[config.mk]
export PLATFORM = sky130hd
export DESIGN_NAME = regfile_sb_flat
export DESIGN_NICKNAME = d
export VERILOG_FILES = /design/src/rtl/regfile_sb_if.sv /design/src/rtl/regfile_sb.sv /design/src/flat_wrapper.sv
export SDC_FILE = /design/constraint.sdc
export NUM_CORES = 1
export LEC_CHECK = 0
export CORE_ASPECT_RATIO = 1.2
export CORE_MARGIN = 2
export CORE_UTILIZATION = 58
export CTS_CLUSTER_SIZE = 30
export DETAILED_ROUTE_END_ITERATION = 6
export GPL_ROUTABILITY_DRIVEN = 0
export PLACE_DENSITY = 0.83
export SYNTH_ARGS = -nofsm -noshare
export SYNTH_HDL_FRONTEND = slang
export SYNTH_SLANG_ARGS = --single-unit
[constraint.sdc]
create_clock -name clk -period 3.4 [get_ports clk]
set_clock_uncertainty 0.05 [all_clocks]
set_input_delay 0.85 -clock clk [delete_from_list [all_inputs] [get_ports clk]]
set_output_delay 0.85 -clock clk [all_outputs]
set_load 0.01 [all_outputs]
[src/rtl/regfile_sb_if.sv]
// rtl/regfile_sb_if.sv - register file access bundle: write, issue, two read ports, clear control
interface regfile_sb_if #(
    parameter int DATA_W = 8,
    parameter int ADDR_W = 3
);
    logic              wr_en;
    logic [ADDR_W-1:0] wr_addr;
    logic [DATA_W-1:0] wr_data;
    logic              iss_en;
    logic [ADDR_W-1:0] iss_addr;
    logic [ADDR_W-1:0] rd_addr1;
    logic [ADDR_W-1:0] rd_addr2;
    logic [DATA_W-1:0] rd_data1;
    logic [DATA_W-1:0] rd_data2;
    logic              rd_rdy1;
    logic              rd_rdy2;
    logic              clr_req;
    logic              clr_busy;

    modport master (
        output wr_en, wr_addr, wr_data, iss_en, iss_addr,
        output rd_addr1, rd_addr2, clr_req,
        input  rd_data1, rd_data2, rd_rdy1, rd_rdy2, clr_busy
    );

    modport slave (
        input  wr_en, wr_addr, wr_data, iss_en, iss_addr,
        input  rd_addr1, rd_addr2, clr_req,
        output rd_data1, rd_data2, rd_rdy1, rd_rdy2, clr_busy
    );
endinterface

[src/rtl/regfile_sb.sv]
// rtl/regfile_sb.sv - two-read register file with busy scoreboard and one-entry-per-cycle clear
module regfile_sb #(
    parameter int DATA_W   = 8,
    parameter int ADDR_W   = 3,
    parameter int ZERO_REG = 0,
    parameter int BYPASS   = 1
) (
    input  logic         clk,
    input  logic         reset,
    regfile_sb_if.slave  bus
);
    localparam int DEPTH = 1 << ADDR_W;
    localparam logic [ADDR_W-1:0] LAST_IDX = '1;
    localparam logic [0:0] S_IDLE  = 1'b0;
    localparam logic [0:0] S_CLEAR = 1'b1;

    logic [0:0]        state_q, state_d;
    logic [ADDR_W-1:0] idx_q, idx_d;
    logic [DATA_W-1:0] mem_q [DEPTH];
    logic [DATA_W-1:0] mem_d [DEPTH];
    logic [DEPTH-1:0]  busy_q, busy_d;

    logic              in_clear;
    logic              wr_ok;
    logic              iss_ok;
    logic [ADDR_W-1:0] rd_addr [2];
    logic [DATA_W-1:0] rd_data [2];
    logic              rd_rdy  [2];

    // Writes/issues to entry 0 are dropped when it is hard-wired to zero
    assign in_clear = (state_q == S_CLEAR);
    assign wr_ok    = bus.wr_en  && !((ZERO_REG != 0) && (bus.wr_addr  == '0));
    assign iss_ok   = bus.iss_en && !((ZERO_REG != 0) && (bus.iss_addr == '0));

    always_comb begin
        mem_d   = mem_q;
        busy_d  = busy_q;
        state_d = state_q;
        idx_d   = idx_q;
        if (state_q == S_IDLE) begin
            if (wr_ok) begin
                mem_d[bus.wr_addr]  = bus.wr_data;
                busy_d[bus.wr_addr] = 1'b0;
            end
            // Issue is applied after the write so a new producer keeps the entry busy
            if (iss_ok) begin
                busy_d[bus.iss_addr] = 1'b1;
            end
            if (bus.clr_req) begin
                state_d = S_CLEAR;
            end
        end else begin
            mem_d[idx_q]  = '0;
            busy_d[idx_q] = 1'b0;
            idx_d         = idx_q + 1'b1;
            if (idx_q == LAST_IDX) begin
                state_d = S_IDLE;
            end
        end
    end

    assign rd_addr[0] = bus.rd_addr1;
    assign rd_addr[1] = bus.rd_addr2;

    always_comb begin
        for (int p = 0; p < 2; p++) begin
            rd_data[p] = mem_q[rd_addr[p]];
            rd_rdy[p]  = ~busy_q[rd_addr[p]];
            if (in_clear) begin
                rd_rdy[p] = 1'b0;
            end else if ((ZERO_REG != 0) && (rd_addr[p] == '0)) begin
                rd_data[p] = '0;
                rd_rdy[p]  = 1'b1;
            end else if ((BYPASS != 0) && wr_ok && (bus.wr_addr == rd_addr[p])) begin
                rd_data[p] = bus.wr_data;
                rd_rdy[p]  = 1'b1;
            end
        end
    end

    assign bus.rd_data1 = rd_data[0];
    assign bus.rd_data2 = rd_data[1];
    assign bus.rd_rdy1  = rd_rdy[0];
    assign bus.rd_rdy2  = rd_rdy[1];
    assign bus.clr_busy = in_clear;

    always_ff @(posedge clk or posedge reset) begin
        if (reset) begin
            state_q <= S_IDLE;
            idx_q   <= '0;
            busy_q  <= '0;
            for (int i = 0; i < DEPTH; i++) begin
                mem_q[i] <= '0;
            end
        end else begin
            state_q <= state_d;
            idx_q   <= idx_d;
            busy_q  <= busy_d;
            for (int i = 0; i < DEPTH; i++) begin
                mem_q[i] <= mem_d[i];
            end
        end
    end
endmodule

[src/flat_wrapper.sv]
// flat-port wrapper written by rule: the top's interface ports become plain ports
module regfile_sb_flat 
#(
    parameter int DATA_W   = 8,
    parameter int ADDR_W   = 3,
    parameter int ZERO_REG = 0,
    parameter int BYPASS   = 1
)
  (clk, reset, bus_wr_en, bus_wr_addr, bus_wr_data, bus_iss_en, bus_iss_addr, bus_rd_addr1, bus_rd_addr2, bus_clr_req, bus_rd_data1, bus_rd_data2, bus_rd_rdy1, bus_rd_rdy2, bus_clr_busy);
  regfile_sb_if #(.DATA_W(DATA_W), .ADDR_W(ADDR_W)) bus_i ();
  input  logic clk;
  input  logic reset;
  input wire logic [$bits(bus_i.wr_en)-1:0] bus_wr_en;
  input wire logic [$bits(bus_i.wr_addr)-1:0] bus_wr_addr;
  input wire logic [$bits(bus_i.wr_data)-1:0] bus_wr_data;
  input wire logic [$bits(bus_i.iss_en)-1:0] bus_iss_en;
  input wire logic [$bits(bus_i.iss_addr)-1:0] bus_iss_addr;
  input wire logic [$bits(bus_i.rd_addr1)-1:0] bus_rd_addr1;
  input wire logic [$bits(bus_i.rd_addr2)-1:0] bus_rd_addr2;
  input wire logic [$bits(bus_i.clr_req)-1:0] bus_clr_req;
  output wire logic [$bits(bus_i.rd_data1)-1:0] bus_rd_data1;
  output wire logic [$bits(bus_i.rd_data2)-1:0] bus_rd_data2;
  output wire logic [$bits(bus_i.rd_rdy1)-1:0] bus_rd_rdy1;
  output wire logic [$bits(bus_i.rd_rdy2)-1:0] bus_rd_rdy2;
  output wire logic [$bits(bus_i.clr_busy)-1:0] bus_clr_busy;
  assign bus_i.wr_en = bus_wr_en;
  assign bus_i.wr_addr = bus_wr_addr;
  assign bus_i.wr_data = bus_wr_data;
  assign bus_i.iss_en = bus_iss_en;
  assign bus_i.iss_addr = bus_iss_addr;
  assign bus_i.rd_addr1 = bus_rd_addr1;
  assign bus_i.rd_addr2 = bus_rd_addr2;
  assign bus_i.clr_req = bus_clr_req;
  assign bus_rd_data1 = bus_i.rd_data1;
  assign bus_rd_data2 = bus_i.rd_data2;
  assign bus_rd_rdy1 = bus_i.rd_rdy1;
  assign bus_rd_rdy2 = bus_i.rd_rdy2;
  assign bus_clr_busy = bus_i.clr_busy;
  regfile_sb #(.DATA_W(DATA_W), .ADDR_W(ADDR_W), .ZERO_REG(ZERO_REG), .BYPASS(BYPASS)) u_core (.clk(clk), .reset(reset), .bus(bus_i));
endmodule
[After elaboration in Yosys (flattened, before gate mapping)]
Cells that the tools add are included.
Storage, ports and cells
  memories: 0
  ROM bits: 0
  bits in latches: 0
  input port bits: 25
  RAM bits: 0
  bits in registers: 76
Cells by class
  mux-type cells: 38
  $lt $le $gt $ge: 14
  reduce and logical (&&, ||, !) cells: 8
  equality and inequality tests: 3
  shifts and indexed selects: 0
  multiply operators: 0
  bitwise gates (word level): 13
  div/mod/pow operators: 0
  $add $sub $neg: 1
Operators with widths (number)
  2-to-1 mux 64 bit: 2
  2-to-1 mux 8 bit: 14
  AND 64 bit: 1
  bitwise mux 64 bit: 1
  inverter 64 bit: 1
  binary-select mux 8 bit (select 3 bit): 2
  demux 8 bit (select 3 bit): 2
  less-than comparator 3 x 4 -> 1 bit (second input constant): 5
  AND 8 bit: 2
  greater-or-equal comparator 4 bit (second input constant): 4
  inverter 3 -> 4 bit: 4
  inverter 8 bit: 2
  2-to-1 mux 1 bit: 12
  demux 1 bit (select 3 bit): 3
  greater-or-equal comparator 3 x 1 -> 1 bit (second input constant): 3
  less-than comparator 4 x 1 -> 1 bit (second input constant): 2
  bitwise OR 8 bit: 1
  logical AND 1 bit: 7
  binary-select mux 1 bit (select 3 bit): 2
  equality test 3 bit: 2
  adder 3 x 1 -> 3 bit (second input constant): 1
  equality test 3 bit (second input constant): 1
  inverter 1 bit: 2
  nonzero test 2 bit: 1

[Logic depth before layout (Yosys ltp)]
Gate-level depths: netlist (run 1).
  depth after elaboration: 11
  depth in mapped cells: 5
  depth with buffers taken out: 3

[Least setup slack after synthesis (run 1)]
Ideal clock, no wire load.
  path type: input port to output port
  start point: in bus_rd_addr1[0]
  end point: out bus_rd_data1[0]
  arrival: 1.842 ns
  stages: 4
  slack: 0.658 ns
  buffers on the path: 1
  cell sequence: buf_2 > xnor2_1 > nand4_2 > mux2i_1
Between the ends
  word-level cells in the longest chain between the ends: 6
  elaborated cells on any way between the ends: 8
  classes of those cells: 1 x eq/ne; 5 x mux; 1 x bitwise; 1 x reduce/logical
RTL lines
  start, declared: line flat_wrapper.sv:18  | input wire logic [$bits(bus_i.rd_addr1)-1:0] bus_rd_addr1;
  inverter 3 -> 4 bit (implied by the code): line regfile_sb.sv:67  | rd_data[p] = mem_q[rd_addr[p]];
  binary-select mux 8 bit (select 3 bit): line regfile_sb.sv:67
  2-to-1 mux 8 bit (implied by the code) (2 in series): line regfile_sb.sv:67
  2-to-1 mux 8 bit: line regfile_sb.sv:74  | end else if ((BYPASS != 0) && wr_ok && (bus.wr_addr == rd_addr[p])) begin
  2-to-1 mux 8 bit *: line regfile_sb.sv:69  | if (in_clear) begin
  end, declared: line flat_wrapper.sv:21  | output wire logic [$bits(bus_i.rd_data1)-1:0] bus_rd_data1;
Mark *: on every way between the ends. The rest lies on a longest branch, timed or not. The select of a mux whose other input is x is not followed.

[Worst setup path after layout (run 1)]
Ends and elaborated chain as after synthesis.

==> results of run 1 <==
==> worst paths after layout <==
check,start,endpoint,slack [ns]
setup / recovery,bus_rd_addr1[0],bus_rd_data1[0],0.05
hold / removal,u_core.mem_q[16]$_DFFE_PP0P_,u_core.mem_q[16]$_DFFE_PP0P_,0.50
setup reg to reg,u_core.bus.clr_busy$_DFF_PP0_,u_core.busy_q[2]$_DFF_PP0_,1.44
hold reg to reg,u_core.mem_q[16]$_DFFE_PP0P_,u_core.mem_q[16]$_DFFE_PP0P_,0.50
max in group asynchronous,reset,u_core.mem_q[44]$_DFFE_PP0P_,1.77
min in group asynchronous,reset,u_core.mem_q[41]$_DFFE_PP0P_,0.85
==> routing by layer <==
metal | vias to the layer above | GRT usage (%)
met1 | 1870 | 40.8
met2 | 244 | 54.9
met5 | - | 0
met4 | 0 | 17.3
met3 | 59 | 4.60
li1 | 1566 | -
==> timing repair <==
action | in CTS | in global routing
gates cloned | 2 | 0
setup buffers | 5 | 0
setup endpoints to repair | 18 | 9
gates resized for setup | 30 | 8
==> through the flow <==
| stage | util, % | TNS [ns] | worst slack (ns) |
|---|---|---|---|
| 3_3_place_gp | 70.4 | -5.85 | -0.395 |
| 3_5_place_dp | 70.4 | -6.24 | -0.455 |
| 6_report | 74.4 | 0 | 0.0527 |
| 2_1_floorplan | - | 0 | 0.562 |
| 4_1_cts | 74.5 | 0 | 0.00533 |
| 5_1_grt | 74.4 | -0.0132 | -0.0132 |
==> registers in the layout, indices dropped and copies added (netlist names) <==
register             count
u_core.bus.clr_busy      1
u_core.busy_q            8
u_core.idx_q             3
u_core.mem_q            64
==> Yosys cell counts <==
cell / count / area [um2]
mux2i_1: 103 / 1030
dfrtp_1: 76 / 1900
nand2_1: 74 / 278
mux4_2: 32 / 721
buf_2: 12 / 60.1
clkinv_1: 8 / 30.0
buf_4: 7 / 52.6
nor2b_1: 6 / 37.5
xnor2_1: 6 / 52.6
a32o_1: 5 / 50.1
nor2_1: 5 / 18.8
mux2_2: 4 / 45.0
nand4_1: 4 / 25.0
nand4b_1: 4 / 35.0
buf_1: 3 / 11.3
buf_6: 3 / 33.8
clkbuf_1: 3 / 11.3
nand2b_1: 3 / 18.8
nand4bb_1: 3 / 33.8
nor3b_1: 3 / 22.5
a22oi_1: 2 / 15.0
a2bb2oi_1: 2 / 17.5
a31oi_1: 2 / 12.5
ha_1: 2 / 25.0
inv_1: 2 / 7.51
nand3_1: 2 / 10.0
nand4_2: 2 / 25.0
nor3_1: 2 / 10.0
o21ai_0: 2 / 10.0
and3b_1: 1 / 8.76
o32ai_1: 1 / 8.76
or4_1: 1 / 7.51
or4b_4: 1 / 13.8
xor2_1: 1 / 8.76
==> cell type report <==
class	instances	area [um2]	share of cell area (%)
Inverter	10	37.5	0.651
Sequential cell	76	1900	33.0
Clock buffer	10	128	2.21
Timing Repair Buffer	94	922	16.0
Multi-Input combinational cell	273	2570	44.6
Clock inverter	6	88.8	1.54
Tap cell	92	115	2.00
==> critical path: stages <==
cell	delay [ns]
clkdlybuf4s15_2	0.25
bufbuf_16	0.31
mux4_2	0.49
mux2i_1	0.18
mux2i_1	0.09
dlygate4sd2_1	0.28
==> report_power, final <==
| part | internal, W | switching [W] | total [W] | leakage (nW) |
|---|---|---|---|---|
| combinational | 0.000821 | 0.000760 | 0.00158 | 1.79 |
| clock | 0.000413 | 0.000353 | 0.000766 | 0.102 |
| sequential | 0.00130 | 0.000393 | 0.00169 | 1.02 |
| total | 0.00254 | 0.00150 | 0.00404 | 2.91 |
==> kinds of logic after synthesis <==
kind of cell | Yosys count | share of synthesized area, %
compound gates | 14 | 2.45
xor+xnor | 7 | 1.32
fa+ha+maj | 2 | 0.538
buf+inv | 38 | 4.44
flops | 76 | 40.9
mux | 139 | 38.6
simple gates | 111 | 11.7
==> results.json, run 1 <==
{
  "worstPathArrival_ns": 2.45,
  "critPathLaunchType": "input pin",
  "finalSetupViolCount": 0,
  "dp_hpwl_um": 8780,
  "rsz0062_at_grt": "yes",
  "num_antenna_cells": 0,
  "holdWs_ns": 0.496,
  "core_region_area_um2": 7750,
  "final_cell_mix": "103 x mux2i_1, 76 x dfrtp_1, 74 x nand2_1",
  "final_common_cell": "mux2i_1",
  "min_period_over_period_pct": 98.4,
  "hold_buffers": 0,
  "design_area_um2": 5760,
  "dr_total_vias": 3739,
  "worst_r2r_path_depth": 3,
  "ys_types": 34,
  "slew_viol_final": 0,
  "power.total_w": 0.00404,
  "hold_viol": 0,
  "cp_max_fo": 7,
  "die_h_um": 102,
  "wl_met2_um": 6710,
  "violations": "design-rule violations",
  "top_layer_used": "met4",
  "ys_seq_elements": 76,
  "die-area_um2": 8750,
  "synth_warnings": 0,
  "cap_violations": 0,
  "synth_seq_area_share_pct": 40.9,
  "core.rowCount": 35,
  "fillCellCount": 502,
  "final_nets": 491,
  "syn_inst": 387,
  "dr_wl_met3_um": 1220,
  "worstPathRequired_ns": 2.50,
  "clock.fmax_mhz": 299,
  "postRouteWirelength_um": 13400,
  "min_path_cells": 2,
  "wl_met1_um": 4890,
  "grt-ovfl-total": 0,
  "wire_per_inst_um": 23.9,
  "first_pass_iters": 7,
  "grt_pass1_vias": 3819,
  "antenna_left": 0,
  "period_needed_ns": 3.35,
  "worst_pin_slew_ns": 0.767,
  "viasPerCell": 6.66,
  "leakagePower_nw": 2.91,
  "grt_usage_pct": 32.5,
  "area_growth_pct": 24.0,
  "clkLatencyLatePin_ns": 0.36,
  "dpl_cell_area_um2": 5460,
  "cts_tree": "done",
  "status": "finished with violations",
  "power.density_nw_per_um2": 701,
  "stdcell_count": 561,
  "fp.dieW_um": 85.7,
  "drtIter0Drc": 337,
  "hold_path.class": "reg2reg",
  "drive_above_1_share_pct": 24.5,
  "cts.sinks": 76,
  "placed_cells": 538,
  "syn_nets": 414,
  "drc": 5,
  "cts_buffer_depth": 2,
  "irDropWorstVdd_v": 0.000322,
  "synth_area_um2": 4650,
  "critical_path_class": "in2out",
  "cts_max_level": 3,
  "end_kind": "output pin",
  "grt_max_degree": 48,
  "portBuffers": 43,
  "clk_pin_slew_worst_paths_ns": 0.08,
  "io_pins": 44,
  "syn_avg_cell_area_um2": 12.0,
  "cts_buffers": 9,
  "cts_root_buf": "clkbuf_8",
  "grt_pass1_wl_um": 20800,
  "antenna_found_initial": 0,
  "slew_headroom_pct": 48.5,
  "initial_core_util_pct": 60.0
}
(Power assumes the default switching activity.)
==> run 2: changes to the inputs <==
--- a/config.mk
+++ b/config.mk
@@ -5,13 +5,14 @@
 export SDC_FILE = /design/constraint.sdc
 export NUM_CORES = 1
 export LEC_CHECK = 0
+export ABC_CLOCK_PERIOD_IN_PS = 2900
 export CORE_ASPECT_RATIO = 1.2
 export CORE_MARGIN = 2
-export CORE_UTILIZATION = 58
+export CORE_UTILIZATION = 52
 export CTS_CLUSTER_SIZE = 30
 export DETAILED_ROUTE_END_ITERATION = 6
 export GPL_ROUTABILITY_DRIVEN = 0
-export PLACE_DENSITY = 0.83
+export PLACE_DENSITY = 0.78
 export SYNTH_ARGS = -nofsm -noshare
 export SYNTH_HDL_FRONTEND = slang
 export SYNTH_SLANG_ARGS = --single-unit
==> constraint.sdc (replaced) <==
create_clock -name clk -period 2.9 [get_ports clk]
set_clock_uncertainty 0.05 [all_clocks]
set_input_delay 0.725 -clock clk [delete_from_list [all_inputs] [get_ports clk]]
set_output_delay 0.725 -clock clk [all_outputs]
set_load 0.01 [all_outputs]
==> results.json, run 2 (synthesis results as in run 1) <==
{
  "status": "complete, no violations",
  "core.rowCount": 37,
  "dp_hpwl_um": 8960,
  "io_pins": 44,
  "core_region_area_um2": 8660,
  "cp_max_fo": 4,
  "design_area_um2": 5910,
  "min_path_cells": 2,
  "dpl_cell_area_um2": 5530,
  "leakagePower_nw": 2.94,
  "rsz0062_at_grt": "no",
  "worst_pin_slew_ns": 0.690,
  "swShare_pct": 36.9,
  "period_needed_ns": 2.82,
  "drtIter0Drc": 228,
  "hold-path-endpoint": "u_core.mem_q[34]$_DFFE_PP0P_",
  "viasPerCell": 6.21,
  "min_period_over_period_pct": 97.3,
  "slew_headroom_pct": 53.8,
  "clock_power_share_pct": 18.2,
  "end_kind": "output pin",
  "first_pass_iters": 5,
  "fp.dieW_um": 90.3,
  "cts_buffers": 9,
  "stdcell_count": 593,
  "power.switching_w": 0.00173,
  "largest_reg_flops": 64,
  "critPathLaunchType": "input pin",
  "portBuffers": 43,
  "cts.sinks": 76,
  "clock.fmax_mhz": 354,
  "die-area_um2": 9720,
  "final_nets": 499,
  "cts_tree": "done",
  "power.density_nw_per_um2": 795,
  "grt-ovfl-total": 0,
  "p_int_w": 0.00296,
  "rr_startpoint": "u_core.bus.clr_busy$_DFF_PP0_",
  "reg_top3": "u_core.mem_q: 64 flops, u_core.busy_q: 8 flops, u_core.idx_q: 3 flops",
  "cts_max_level": 3,
  "drive_above_1_share_pct": 30.9,
  "antenna_left": 0,
  "holdWs_ns": 0.502,
  "critical_path_class": "in2out",
  "p_seq_share_pct": 41.7,
  "finalSetupViolCount": 0,
  "r2r_slack_ns": 0.97,
  "antenna_found_initial": 0,
  "registers.top_by_ff_count": "u_core.mem_q",
  "cts_root_buf": "clkbuf_8",
  "clkLatencyLatePin_ns": 0.35,
  "postRouteWirelength_um": 13400,
  "comb_power_share_pct": 40.1,
  "cts_buffer_depth": 2,
  "wire_per_inst_um": 22.5,
  "finish.utilization_pct": 68.3,
  "drc": 0,
  "initial_core_util_pct": 53.7,
  "final_common_cell": "mux2i_1",
  "worst_r2r_path_depth": 3,
  "cap_violations": 0,
  "worstHoldStart": "u_core.mem_q[34]$_DFFE_PP0P_",
  "area_growth_pct": 27.1,
  "hold_viol": 0,
  "worstPathRequired_ns": 2.12,
  "irDropWorstVdd_v": 0.000436,
  "worstPathArrival_ns": 2.05,
  "dr_total_vias": 3683,
  "final_cell_mix": "99 x mux2i_1, 76 x dfrtp_1, 74 x nand2_1",
  "hold_buffers": 0,
  "grt_usage_pct": 29.5,
  "placed_cells": 567,
  "r2r_end": "u_core.busy_q[5]$_DFF_PP0_",
  "slew_viol_final": 0,
  "hold_path.class": "reg2reg",
  "clk_pin_slew_worst_paths_ns": 0.08,
  "die_h_um": 108,
  "grt_max_degree": 52,
  "setup_tns_ns": 0,
  "grt_pass1_wl_um": 21300,
  "num_antenna_cells": 0,
  "grt_pass1_vias": 3928
}
-- run 2: critical path: stages --
cell and delay, ns:
dlygate4sd2_1 0.34, xnor2_2 0.25, nand4_1 0.20, a31oi_1 0.24
dlygate4sd2_1 0.29
-- run 2: how the worst max path moves through the flow --
stage | cells past startpoint | end | from
2_1_floorplan | 1 | u_core.bus.clr_busy$_DFF_PP0_ | reset
3_3_place_gp | 6 | bus_rd_data2[3] | bus_rd_addr2[1]
3_5_place_dp | 6 | bus_rd_data2[5] | bus_rd_addr2[2]
4_1_cts | 6 | bus_rd_data2[5] | bus_wr_en
5_1_grt | 7 | bus_rd_data1[7] | bus_rd_addr1[0]
6_report | 5 | bus_rd_rdy1 | bus_wr_addr[0]
-- run 2: power groups by stage --
stage / logic [W] / registers [W] / clock network, W
4_1_cts: 0.00189 / 0.00194 / 0.000855
3_3_place_gp: 0.00184 / 0.00190 / 0
6_report: 0.00188 / 0.00196 / 0.000854
3_5_place_dp: 0.00191 / 0.00195 / 0
2_1_floorplan: 0.00134 / 0.00178 / 0
5_1_grt: 0.00205 / 0.00201 / 0.000904
-- run 2: routing by layer --
metal  global-route usage, %  share of wire (%)
met5                       0                  0
met4                    17.1                5.6
met3                    5.60                6.5
met2                    51.5                 51
met1                    34.1                 37
-- run 2: layout make-up --
type | count | area [um2]
clock buffer | 14 | 173
clock inverter | 1 | 30.0
fill | 636 | 2750
inverter | 10 | 37.5
multi-input combinational | 273 | 2640
sequential | 76 | 1900
tap | 117 | 146
timing repair buffer | 102 | 977
-- run 2: metrics by stage --
step | setup WS, ns | power [W]
2_1_floorplan | 0.187 | 0.00312
3_3_place_gp | -0.639 | 0.00374
3_5_place_dp | -0.632 | 0.00386
4_1_cts | -0.0185 | 0.00468
5_1_grt | 0.0158 | 0.00496
6_report | 0.0770 | 0.00470
-- run 2: repair_timing --
item / in CTS / in global routing
endpoints found under the setup margin: 18 / 15
setup buffers: 7 / 2
hold endpoints to repair: 0 / 0
gates resized for setup: 96 / 18
cloned: 2 / 0
pin swaps: 2 / 2
